==> src/rtl/tm11r.sv <==
// tm11r: TM11/TU10 magtape controller front end.
// Unibus slave for the six TM11 registers, ARM-side register window,
// vectored interrupt, and hardware rewind/off-line with per-drive timers.
module tm11r #(
  parameter logic [17:0] ADDR     = 18'o772520,
  parameter logic [7:0]  INTVEC   = 8'o224,
  parameter int          NDRIVES  = 8,
  parameter int          TICKDIV  = 10000,
  parameter int          REWTICKS = 20000
) (
  input  logic        CLOCK,
  input  logic        RESET,
  input  logic        armwrite,
  input  logic [2:0]  armraddr,
  input  logic [2:0]  armwaddr,
  input  logic [31:0] armwdata,
  output logic [31:0] armrdata,
  output logic        armintrq,
  output logic        intreq,
  output logic [7:0]  irvec,
  input  logic        intgnt,
  input  logic [7:0]  igvec,
  input  logic [17:0] a_in_h,
  input  logic [1:0]  c_in_h,
  input  logic [15:0] d_in_h,
  input  logic        init_in_h,
  input  logic        msyn_in_h,
  output logic [15:0] d_out_h,
  output logic        ssyn_out_h
);

  localparam logic [3:0]    ND4     = 4'(NDRIVES);
  localparam logic [7:0]    DMASK   = 8'((1 << NDRIVES) - 1);
  localparam int            TW      = $clog2(REWTICKS + 1);
  localparam int            PW      = $clog2(TICKDIV + 1);
  localparam logic [TW-1:0] REWLOAD = TW'(REWTICKS);
  localparam logic [PW-1:0] PLAST   = PW'(TICKDIV - 1);

  typedef enum logic [1:0] {CMD_IDLE, CMD_ERR, CMD_HW} cmd_t;

  logic [1:0]    rst_sync;
  logic          rst_n;
  logic [14:0]   mtc_r;
  logic [8:0]    mts_hi;    // mts[15:7] error/status bits
  logic [1:0]    mts_mid;   // mts[4:3]
  logic [15:0]   mtbrc, mtcma, mtd, mtrd;
  logic          enable, fastio;
  logic [7:0]    sels, bots, wrls, rews, turs;
  logic [7:0]    rwnd;      // drive timer running
  logic [7:0]    offl;      // running motion is an off-line, not a rewind
  logic [TW-1:0] tmr [8];
  logic [PW-1:0] pcnt;
  logic          tick;
  logic [2:0]    mrcnt;
  logic          mrtog;
  logic          lvl_q;
  cmd_t          cmd_st, cmd_nx;

  logic [2:0]  cur_u, go_u, go_fn, ub_reg, arm_u;
  logic        cur_ok, go_ok, arm_u_ok;
  logic [15:0] mts_full, mtc_full, ub_rdata;
  logic        ub_take, whi, wlo, mtc_wr, pclr, go, go_err, go_hw, lvl;

  // Reset asserts asynchronously and releases on a CLOCK edge
  always_ff @(posedge CLOCK or negedge RESET) begin
    if (!RESET) rst_sync <= 2'b00;
    else        rst_sync <= {rst_sync[0], 1'b1};
  end
  assign rst_n = rst_sync[1];

  // Composite status of the selected unit; absent units read as zero
  assign cur_u    = mtc_r[10:8];
  assign cur_ok   = ({1'b0, cur_u} < ND4);
  assign mts_full = {mts_hi, sels[cur_u] & cur_ok, bots[cur_u] & cur_ok, mts_mid,
                     wrls[cur_u] & cur_ok, rews[cur_u] & cur_ok, turs[cur_u] & cur_ok};
  assign mtc_full = {|mts_hi, mtc_r};

  // Unibus decode; ARM and INIT take the edge, the bus retries next cycle
  assign ub_take  = msyn_in_h & enable & (a_in_h[17:4] == ADDR[17:4]) & ~ssyn_out_h
                    & ~init_in_h & ~armwrite;
  assign ub_reg   = a_in_h[3:1];
  assign whi      = ~c_in_h[0] | a_in_h[0];
  assign wlo      = ~c_in_h[0] | ~a_in_h[0];
  assign mtc_wr   = ub_take & c_in_h[1] & (ub_reg == 3'd1);
  assign pclr     = mtc_wr & whi & d_in_h[12];
  assign go       = mtc_wr & ~pclr & mtc_r[7] & wlo & ~mtc_r[0] & d_in_h[0];
  assign go_u     = whi ? d_in_h[10:8] : mtc_r[10:8];
  assign go_ok    = ({1'b0, go_u} < ND4);
  assign go_fn    = d_in_h[3:1];
  assign go_err   = go & ~go_ok;
  assign go_hw    = go & go_ok & turs[go_u] & ((go_fn == 3'd7) | (go_fn == 3'd0));
  assign arm_u    = armwdata[26:24];
  assign arm_u_ok = ({1'b0, arm_u} < ND4);

  // Unibus read mux
  always_comb begin
    ub_rdata = 16'd0;
    case (ub_reg)
      3'd0: ub_rdata = mts_full;
      3'd1: ub_rdata = mtc_full & 16'o167776;
      3'd2: ub_rdata = mtbrc;
      3'd3: ub_rdata = mtcma & 16'o177776;
      3'd4: ub_rdata = mtd;
      3'd5: ub_rdata = mtrd;
      default: ub_rdata = 16'd0;
    endcase
  end

  // ARM register window
  always_comb begin
    armrdata = 32'hDEADBEEF;
    case (armraddr)
      3'd0: armrdata = 32'h544D2002;
      3'd1: armrdata = {mtc_full, mts_full};
      3'd2: armrdata = {mtcma, mtbrc};
      3'd3: armrdata = {mtrd, mtd};
      3'd4: armrdata = {enable, fastio, 4'b0000, INTVEC, ADDR};
      3'd5: armrdata = {bots, wrls, rews, turs};
      3'd6: armrdata = {20'd0, ND4, sels};
      3'd7: armrdata = {24'd0, rwnd};
      default: armrdata = 32'hDEADBEEF;
    endcase
  end

  // ARM wake-up is held off while a hardware-handled GO is finishing
  assign armintrq = (mtc_r[0] & (cmd_st == CMD_IDLE)) | mtc_r[12];

  // Command finish state register
  always_ff @(posedge CLOCK or negedge rst_n) begin
    if (!rst_n) cmd_st <= CMD_IDLE;
    else        cmd_st <= cmd_nx;
  end

  // A GO that the hardware resolves itself completes one clock later
  always_comb begin
    cmd_nx = CMD_IDLE;
    if (go_err)     cmd_nx = CMD_ERR;
    else if (go_hw) cmd_nx = CMD_HW;
  end

  // Shared motion-tick prescaler and MTRD[15] clock divider
  always_ff @(posedge CLOCK or negedge rst_n) begin
    if (!rst_n) begin
      pcnt  <= '0;
      tick  <= 1'b0;
      mrcnt <= 3'd0;
      mrtog <= 1'b0;
    end else begin
      tick  <= 1'b0;
      mrtog <= 1'b0;
      if (pcnt == PLAST) begin
        pcnt <= '0;
        tick <= 1'b1;
        if (mrcnt == 3'd4) begin
          mrcnt <= 3'd0;
          mrtog <= 1'b1;
        end else begin
          mrcnt <= mrcnt + 3'd1;
        end
      end else begin
        pcnt <= pcnt + 1'b1;
      end
    end
  end

  // Edge-triggered Unibus interrupt request
  assign lvl   = (mtc_full[15] | mtc_r[7]) & mtc_r[6];
  assign irvec = intreq ? INTVEC : 8'd0;

  always_ff @(posedge CLOCK or negedge rst_n) begin
    if (!rst_n) begin
      intreq <= 1'b0;
      lvl_q  <= 1'b0;
    end else begin
      lvl_q <= lvl;
      if (init_in_h)                       intreq <= 1'b0;
      else if (lvl && !lvl_q)              intreq <= 1'b1;
      else if (intgnt && igvec == INTVEC)  intreq <= 1'b0;
    end
  end

  // Registers, drive state, timers and the Unibus slave handshake
  always_ff @(posedge CLOCK or negedge rst_n) begin
    if (!rst_n) begin
      mtc_r      <= '0;
      mts_hi     <= '0;
      mts_mid    <= '0;
      mtbrc      <= '0;
      mtcma      <= '0;
      mtd        <= '0;
      mtrd       <= '0;
      enable     <= 1'b0;
      fastio     <= 1'b0;
      sels       <= '0;
      bots       <= '0;
      wrls       <= '0;
      rews       <= '0;
      turs       <= '0;
      rwnd       <= '0;
      offl       <= '0;
      ssyn_out_h <= 1'b0;
      d_out_h    <= '0;
      for (int i = 0; i < 8; i++) tmr[i] <= '0;
    end else begin
      if (mrtog) mtrd[15] <= ~mtrd[15];

      // Timers keep running across INIT, as a real drive would
      for (int i = 0; i < 8; i++) begin
        if (tick && rwnd[i]) begin
          if (tmr[i] <= TW'(1)) begin
            tmr[i]  <= '0;
            rwnd[i] <= 1'b0;
            rews[i] <= 1'b0;
            bots[i] <= 1'b1;
            if (offl[i]) sels[i] <= 1'b0;
            else         turs[i] <= 1'b1;
          end else begin
            tmr[i] <= tmr[i] - 1'b1;
          end
        end
      end

      case (cmd_st)
        CMD_ERR: begin
          mts_hi[8] <= 1'b1;
          mtc_r[7]  <= 1'b1;
          mtc_r[0]  <= 1'b0;
        end
        CMD_HW: begin
          mtc_r[7] <= 1'b1;
          mtc_r[0] <= 1'b0;
        end
        default: ;
      endcase

      if (ssyn_out_h && !msyn_in_h) begin
        ssyn_out_h <= 1'b0;
        d_out_h    <= '0;
      end

      if (init_in_h) begin
        mtc_r  <= 15'o10000;
        mts_hi <= '0;
      end else if (armwrite) begin
        case (armwaddr)
          3'd1: begin
            mtc_r   <= armwdata[30:16];
            mts_hi  <= armwdata[15:7];
            mts_mid <= armwdata[4:3];
            if (arm_u_ok) begin
              sels[arm_u] <= armwdata[6];
              bots[arm_u] <= armwdata[5];
              wrls[arm_u] <= armwdata[2];
              rews[arm_u] <= armwdata[1];
              turs[arm_u] <= armwdata[0];
            end
          end
          3'd2: begin
            mtcma <= armwdata[31:16];
            mtbrc <= armwdata[15:0];
          end
          3'd3: begin
            mtrd <= armwdata[31:16];
            mtd  <= armwdata[15:0];
          end
          3'd4: begin
            enable <= armwdata[31];
            fastio <= armwdata[30];
          end
          3'd5: begin
            bots <= armwdata[31:24] & DMASK;
            wrls <= armwdata[23:16] & DMASK;
            rews <= armwdata[15:8]  & DMASK;
            turs <= armwdata[7:0]   & DMASK;
            for (int i = 0; i < 8; i++) begin
              if (!armwdata[8 + i]) begin
                rwnd[i] <= 1'b0;
                tmr[i]  <= '0;
              end
            end
          end
          3'd6: sels <= armwdata[7:0] & DMASK;
          default: ;
        endcase
      end else if (ub_take) begin
        ssyn_out_h <= 1'b1;
        if (!c_in_h[1]) begin
          d_out_h <= ub_rdata;
        end else begin
          case (ub_reg)
            3'd1: begin
              if (pclr) begin
                mts_hi      <= '0;
                mtc_r[14:8] <= d_in_h[14:8];
                mtc_r[0]    <= 1'b0;
              end else if (!mtc_r[7]) begin
                mts_hi[8] <= 1'b1;
              end else begin
                if (whi) mtc_r[14:8] <= d_in_h[14:8];
                if (wlo) mtc_r[6:0]  <= d_in_h[6:0];
                if (go) begin
                  mtc_r[7] <= 1'b0;
                  mts_hi   <= '0;
                end
                if (go_hw) begin
                  turs[go_u] <= 1'b0;
                  rews[go_u] <= 1'b1;
                  bots[go_u] <= 1'b0;
                  rwnd[go_u] <= 1'b1;
                  offl[go_u] <= (go_fn == 3'd0);
                  tmr[go_u]  <= REWLOAD;
                end
              end
            end
            3'd2: begin
              if (whi) mtbrc[15:8] <= d_in_h[15:8];
              if (wlo) mtbrc[7:0]  <= d_in_h[7:0];
            end
            3'd3: begin
              if (whi) mtcma[15:8] <= d_in_h[15:8];
              if (wlo) mtcma[7:0]  <= d_in_h[7:0];
            end
            3'd4: begin
              if (whi) mtd[15:8] <= d_in_h[15:8];
              if (wlo) mtd[7:0]  <= d_in_h[7:0];
            end
            default: ;
          endcase
        end
      end
    end
  end

endmodule
==> config.mk <==
export PLATFORM = sky130hd
export DESIGN_NAME = tm11r
export DESIGN_NICKNAME = d
export VERILOG_FILES = /design/src/rtl/tm11r.sv
export SDC_FILE = /design/constraint.sdc
export NUM_CORES = 1
export LEC_CHECK = 0
export BUFFER_PORTS_ARGS = -buffer_cell sky130_fd_sc_hd__buf_2
export CAP_MARGIN = 15
export CORE_MARGIN = 10
export CORE_UTILIZATION = 40
export CTS_CLUSTER_DIAMETER = 30
export CTS_CLUSTER_SIZE = 28
export DETAILED_ROUTE_END_ITERATION = 6
export RECOVER_POWER = 50
export SKIP_LAST_GASP = 1
export SYNTH_ARGS = -nofsm -noshare
export SYNTH_HDL_FRONTEND = slang
export SYNTH_SLANG_ARGS = --single-unit
==> constraint.sdc <==
create_clock -name CLOCK -period 23.8 [get_ports CLOCK]
set_clock_uncertainty 0.1 [all_clocks]
set_input_delay 2.38 -clock CLOCK [delete_from_list [all_inputs] [get_ports CLOCK]]
set_output_delay 2.38 -clock CLOCK [all_outputs]
set_load 0.01 [all_outputs]
# Yosys cells after proc, flatten, opt, wreduce, memory -nomap -nowiden
# Cells that the tools add are included.
# word_totals
inputBits,88
elab_cells,458
ff_bits,310
out_inout_bits,59
# op_classes
mux,270
magnitude_cmp,15
addsub,10
bitwise,40
n_eq_ne,29
n_reduce_logical,53
# op_table
op,n
2-to-1 mux 120 bit,9
2-to-1 mux 15 bit,32
2-to-1 mux 16 bit,23
2-to-1 mux 8 bit,39
one-hot mux 32 bit (8 select lines),1
2-to-1 mux 1 bit,129
less-or-equal comparator 15 x 1 -> 1 bit (second input constant),8
subtractor 15 x 1 -> 15 bit (second input constant),8
one-hot mux 16 bit (6 select lines),1
AND 80 bit,1
inverter 80 bit,1
one-hot mux 8 bit (2 select lines),5
2-to-1 mux 9 bit,8
bitwise mux 8 bit,6
AND reduction 6 bit,8
demux 15 bit (select 3 bit),1
OR 40 bit,1
equality test 3 bit (second input constant),11
equality test 14 bit (second input constant),2
2-to-1 mux 7 bit,4
AND 1 bit,18
binary-select mux 1 bit (select 3 bit),6
equality test 3 x 2 -> 1 bit (second input constant),6
nonzero test 3 bit,6
34 further kinds,83

# Longest topological paths before layout
# logic_depth
word_depth,25
ltp_mapped,8

# Worst setup path after synthesis
# OpenSTA, ideal clock, no wires.
# synth_timing
path_kind,input to output
startpoint,input armraddr[1]
endpoint,output armrdata[13]
setup_slack_ps,17631
required_time_ps,21320
path_stages,5
arrival_ps,3689
path_buffers,3
path_cell_list,buf_1 buf_1 clkbuf_1 o21ai_0 o22ai_1
# synth_between
elab_chain_len,2
# synth_lines
element,line_no,rtl
start: declaration,14,"input logic [2:0] armraddr,"
equality test 3 bit (tied with other cells),112,case (armraddr)
one-hot mux 32 bit (8 select lines) (*),112,
end: declaration,17,"output logic [31:0] armrdata,"
# Every way passes the cells marked *; elsewhere a longest branch is shown, timed or not.

==> summary.txt <==
Logic synthesis
  • Most area-consuming cells after synthesis: dfrtp_1 43%, nand2_1 5.1%, nor2_1 4.7%
  • Post-Synth Adder-Cell Area: 0.0131
  • Mux cell area share after synthesis: 0.0884
  • Number of enable flip-flop cells after synthesis: 0
  • Synth top area share: 0.427
  • Xor/xnor share of the synthesized area: 0.0556
  • Flops & latches, synth: 309
  • FFs w/ async S/R, synth: 1.00
  • Synth area leader: dfrtp_1
  • Largest family of logic cells by synthesized area: simple AND/OR/NAND/NOR gates
  • Synth warn: 0
  • Syn Std Cell Area: 18,100 µm²
  • Synth Instances: 1,986
  • Post-synthesis sequential area ratio: 0.427
  • Compound-Gate Fraction of Synth Area: 0.172
  • Synth Area per Inst: 9.12 µm²
  • Main synth FF type: dfrtp_1
  • Netlist cell types: 86
  • Simple-Gate Fraction of Synth Area: 0.208

Cells and area
  • Most common cell after layout, fill and taps aside: dfrtp_1
  • Most frequent cells in the layout: 309 x dfrtp_1, 247 x nand2_1, 229 x nor2_1
  • Layout cells sized above 1: 0.181
  • Fin nets: 2,234
  • Fin util: 0.496
  • Area Overhead vs Synth: 21.8%

Worst setup path
  • CP most frequent cell: clkbuf_1
  • CP max FO: 65
  • Cells along the critical path: clkbuf_1 -> clkbuf_1
  • Crit path launch type: flip-flop
  • WS Path Type: flip-flop to asynchronous set/reset pin
  • CP required: 23.68 ns
  • CP peak stage delay: 2.61 ns
  • Arrival time at the worst endpoint: 7.74 ns
  • Max stage delay cell, worst path: clkbuf_1
  • CP endpoint kind: asynchronous set/reset pin

Place
  • Post-DP HPWL: 49.9 mm
  • PortBufs: 141
  • Gpl congestion: 0.987
  • Worst slack at placement: 16.48 ns

Timing
  • Worst setup margin: 15.95 ns
  • Final Hold Vio Count: 0
  • Worst slew pin tran: 3.55 ns
  • Endpoints failing setup: 0
  • Max-slew headroom: -1.36
  • Tmin final: 7.85 ns
  • Setup Total Neg Slack: 0 ns
  • Achievable Freq: 127 MHz
  • Tcrit/Tclk final: 0.330
  • Worst hold slack: 0.244 ns
  • Slew Viols, Final: 366
  • Unrepaired setup endpoints after global routing: false

Route
  • Drt initial violations: 2,123
  • Via-to-Cell Ratio: 5.98
  • Routed WL: 67.6 mm
  • Initial DRT Pass Iterations: 5
  • Routed length per instance: 24.3 µm
  • DRC viols: 0
  • Remaining antenna violation count: 0
  • DR vias: 16,648

Outcome
  • Outcome: finished, violations left
  • Failing checks: max-capacitance violations, max-slew violations

Clock network
  • CTS Sinks: 309
  • Post CTS Setup Buffer Count: 0
  • Inserted Clock Buffers: 79
  • Post-cts resize count: 0
  • Clk slew on worst S/H paths: 0.04 ns
  • Skew-Pair Late Insertion Delay: 0.61 ns
  • Hold Buf Count CTS: 0
  • Clk buf depth: 3
  • H-tree Lvls: 3
  • CTS tree: built
  • Root Buffer: clkbuf_16

Power
  • Pwr Density: 94.0 nW/µm²
  • Total chip power: 2.07 mW
  • Switching power: 0.579 mW
  • Seq pwr share: 0.338
  • Sw frac: 0.279
  • Pint: 1.49 mW
  • Leakage power: 9.95 nW
  • Max IR drop VDD: 0.0000561 V
  • Power share of the clock group: 0.532
  • Comb pwr share: 0.129

GRT
  • Pin count of the biggest net entering global routing: 66
  • Initial antenna violation count: 7
  • First-pass GRT wire length: 102 mm
  • Grt total ovfl: 0
  • Gr usage total: 0.246
  • Vias in the first global route: 16,303

Flow run
  • Max_cap viols: 6

Floorplanning
  • Row count: 77
  • I/O pins: 147
  • Chip width: 233 µm
  • DIE HEIGHT: 233 µm
  • Initial core utilization: 0.407
  • Core area: 44,500 µm²
  • Die area: 54,200 µm²

Hold path
  • HP Class: flip-flop to flip-flop
Yosys cell counts (all sizes together), types with 8 or more instances:
cell type,n
dfrtp,309
nand2,247
nor2,230
o21ai,116
a21oi,92
clkbuf,78
nor3,71
mux2,61
mux2i,59
xnor2,58
xor2,57
inv,49
nand3,42
nor4,35
a22oi,32
buf,32
a22o,25
a21o,23
nand2b,22
o22ai,22
ha,19
o31ai,18
or3,17
nor2b,16
o211ai,16
a221oi,15
a31oi,15
nand4,15
a2bb2oi,14
mux4,14
and3,12
or4,11
nor3b,10
and2,8
o32ai,8
power groups by stage:
stage | registers [mW] | logic [mW] | clock network, mW
2_1_floorplan | 0.660 | 0.189 | 0
3_3_place_gp | 0.704 | 0.259 | 0
3_5_place_dp | 0.703 | 0.264 | 0
4_1_cts | 0.696 | 0.266 | 1.12
5_1_grt | 0.705 | 0.297 | 1.15
6_report | 0.701 | 0.268 | 1.10
registers in the layout (all words and copies together) (netlist names), 2 cells and up:
register / count
tmr: 120
d_out_h: 16
mtbrc: 16
mtcma: 16
mtd: 16
mtrd: 16
mtc_r: 15
pcnt: 14
mts_hi: 9
bots: 8
offl: 8
rews: 8
rwnd: 8
sels: 8
turs: 8
wrls: 8
mrcnt: 3
mts_mid: 2
rst_sync: 2
stage by stage:
step / instances / cell area [µm²]
global route: 2783 / 22100
global placement: 2637 / 19300
floorplan: 1990 / 18100
finish: 2784 / 22100
detailed placement: 2637 / 19300
CTS: 2781 / 22100
critical path, delay by kind of cell, from the launching register on:
| kind | cells | cell delay, ns |
|---|---|---|
| buffers and inverters | 2 | 4.98 |
| DFF | 1 | 2.08 |
layout make-up:
| cell class | count | area [µm²] |
|---|---|---|
| fill | 4181 | 22500 |
| multi-input combinational | 1521 | 9760 |
| sequential | 309 | 7730 |
| clock buffer | 105 | 2240 |
| timing repair buffer | 166 | 872 |
| tap | 592 | 741 |
| clock inverter | 39 | 523 |
| inverter | 50 | 188 |
| antenna | 2 | 5.00 |
logic make-up after synthesis:
logic type                 Yosys count
and+or+nand+nor                    784
AOI/OAI and AO/OA                  463
buffers and inverters              160
xor gates and xnor gates           115
muxes                              134
adders and majority gates           19
other                                2
DFF                                309
path summary, 6_finish.rpt:
path | from | end | slack, ns | cells after the start
max reg2reg | rst_sync[1] | tmr[5] | 15.95 | 2
min reg2reg | rst_sync[0] | rst_sync[1] | 0.24 | 0
min in group asynchronous | rst_sync[1] | pcnt[6] | 0.97 | 0
max | rst_sync[1] | tmr[5] | 15.95 | 2
min | rst_sync[0] | rst_sync[1] | 0.24 | 0
max in group CLOCK | armraddr[1] | armrdata[15] | 16.35 | 6
routing by layer:
layer  global-route usage  share of wire
met2                0.381           0.45
met5                    0         0.0010
met4                0.114          0.040
met1                0.322           0.42
met3               0.0552          0.090
(Power assumes the default switching activity.)
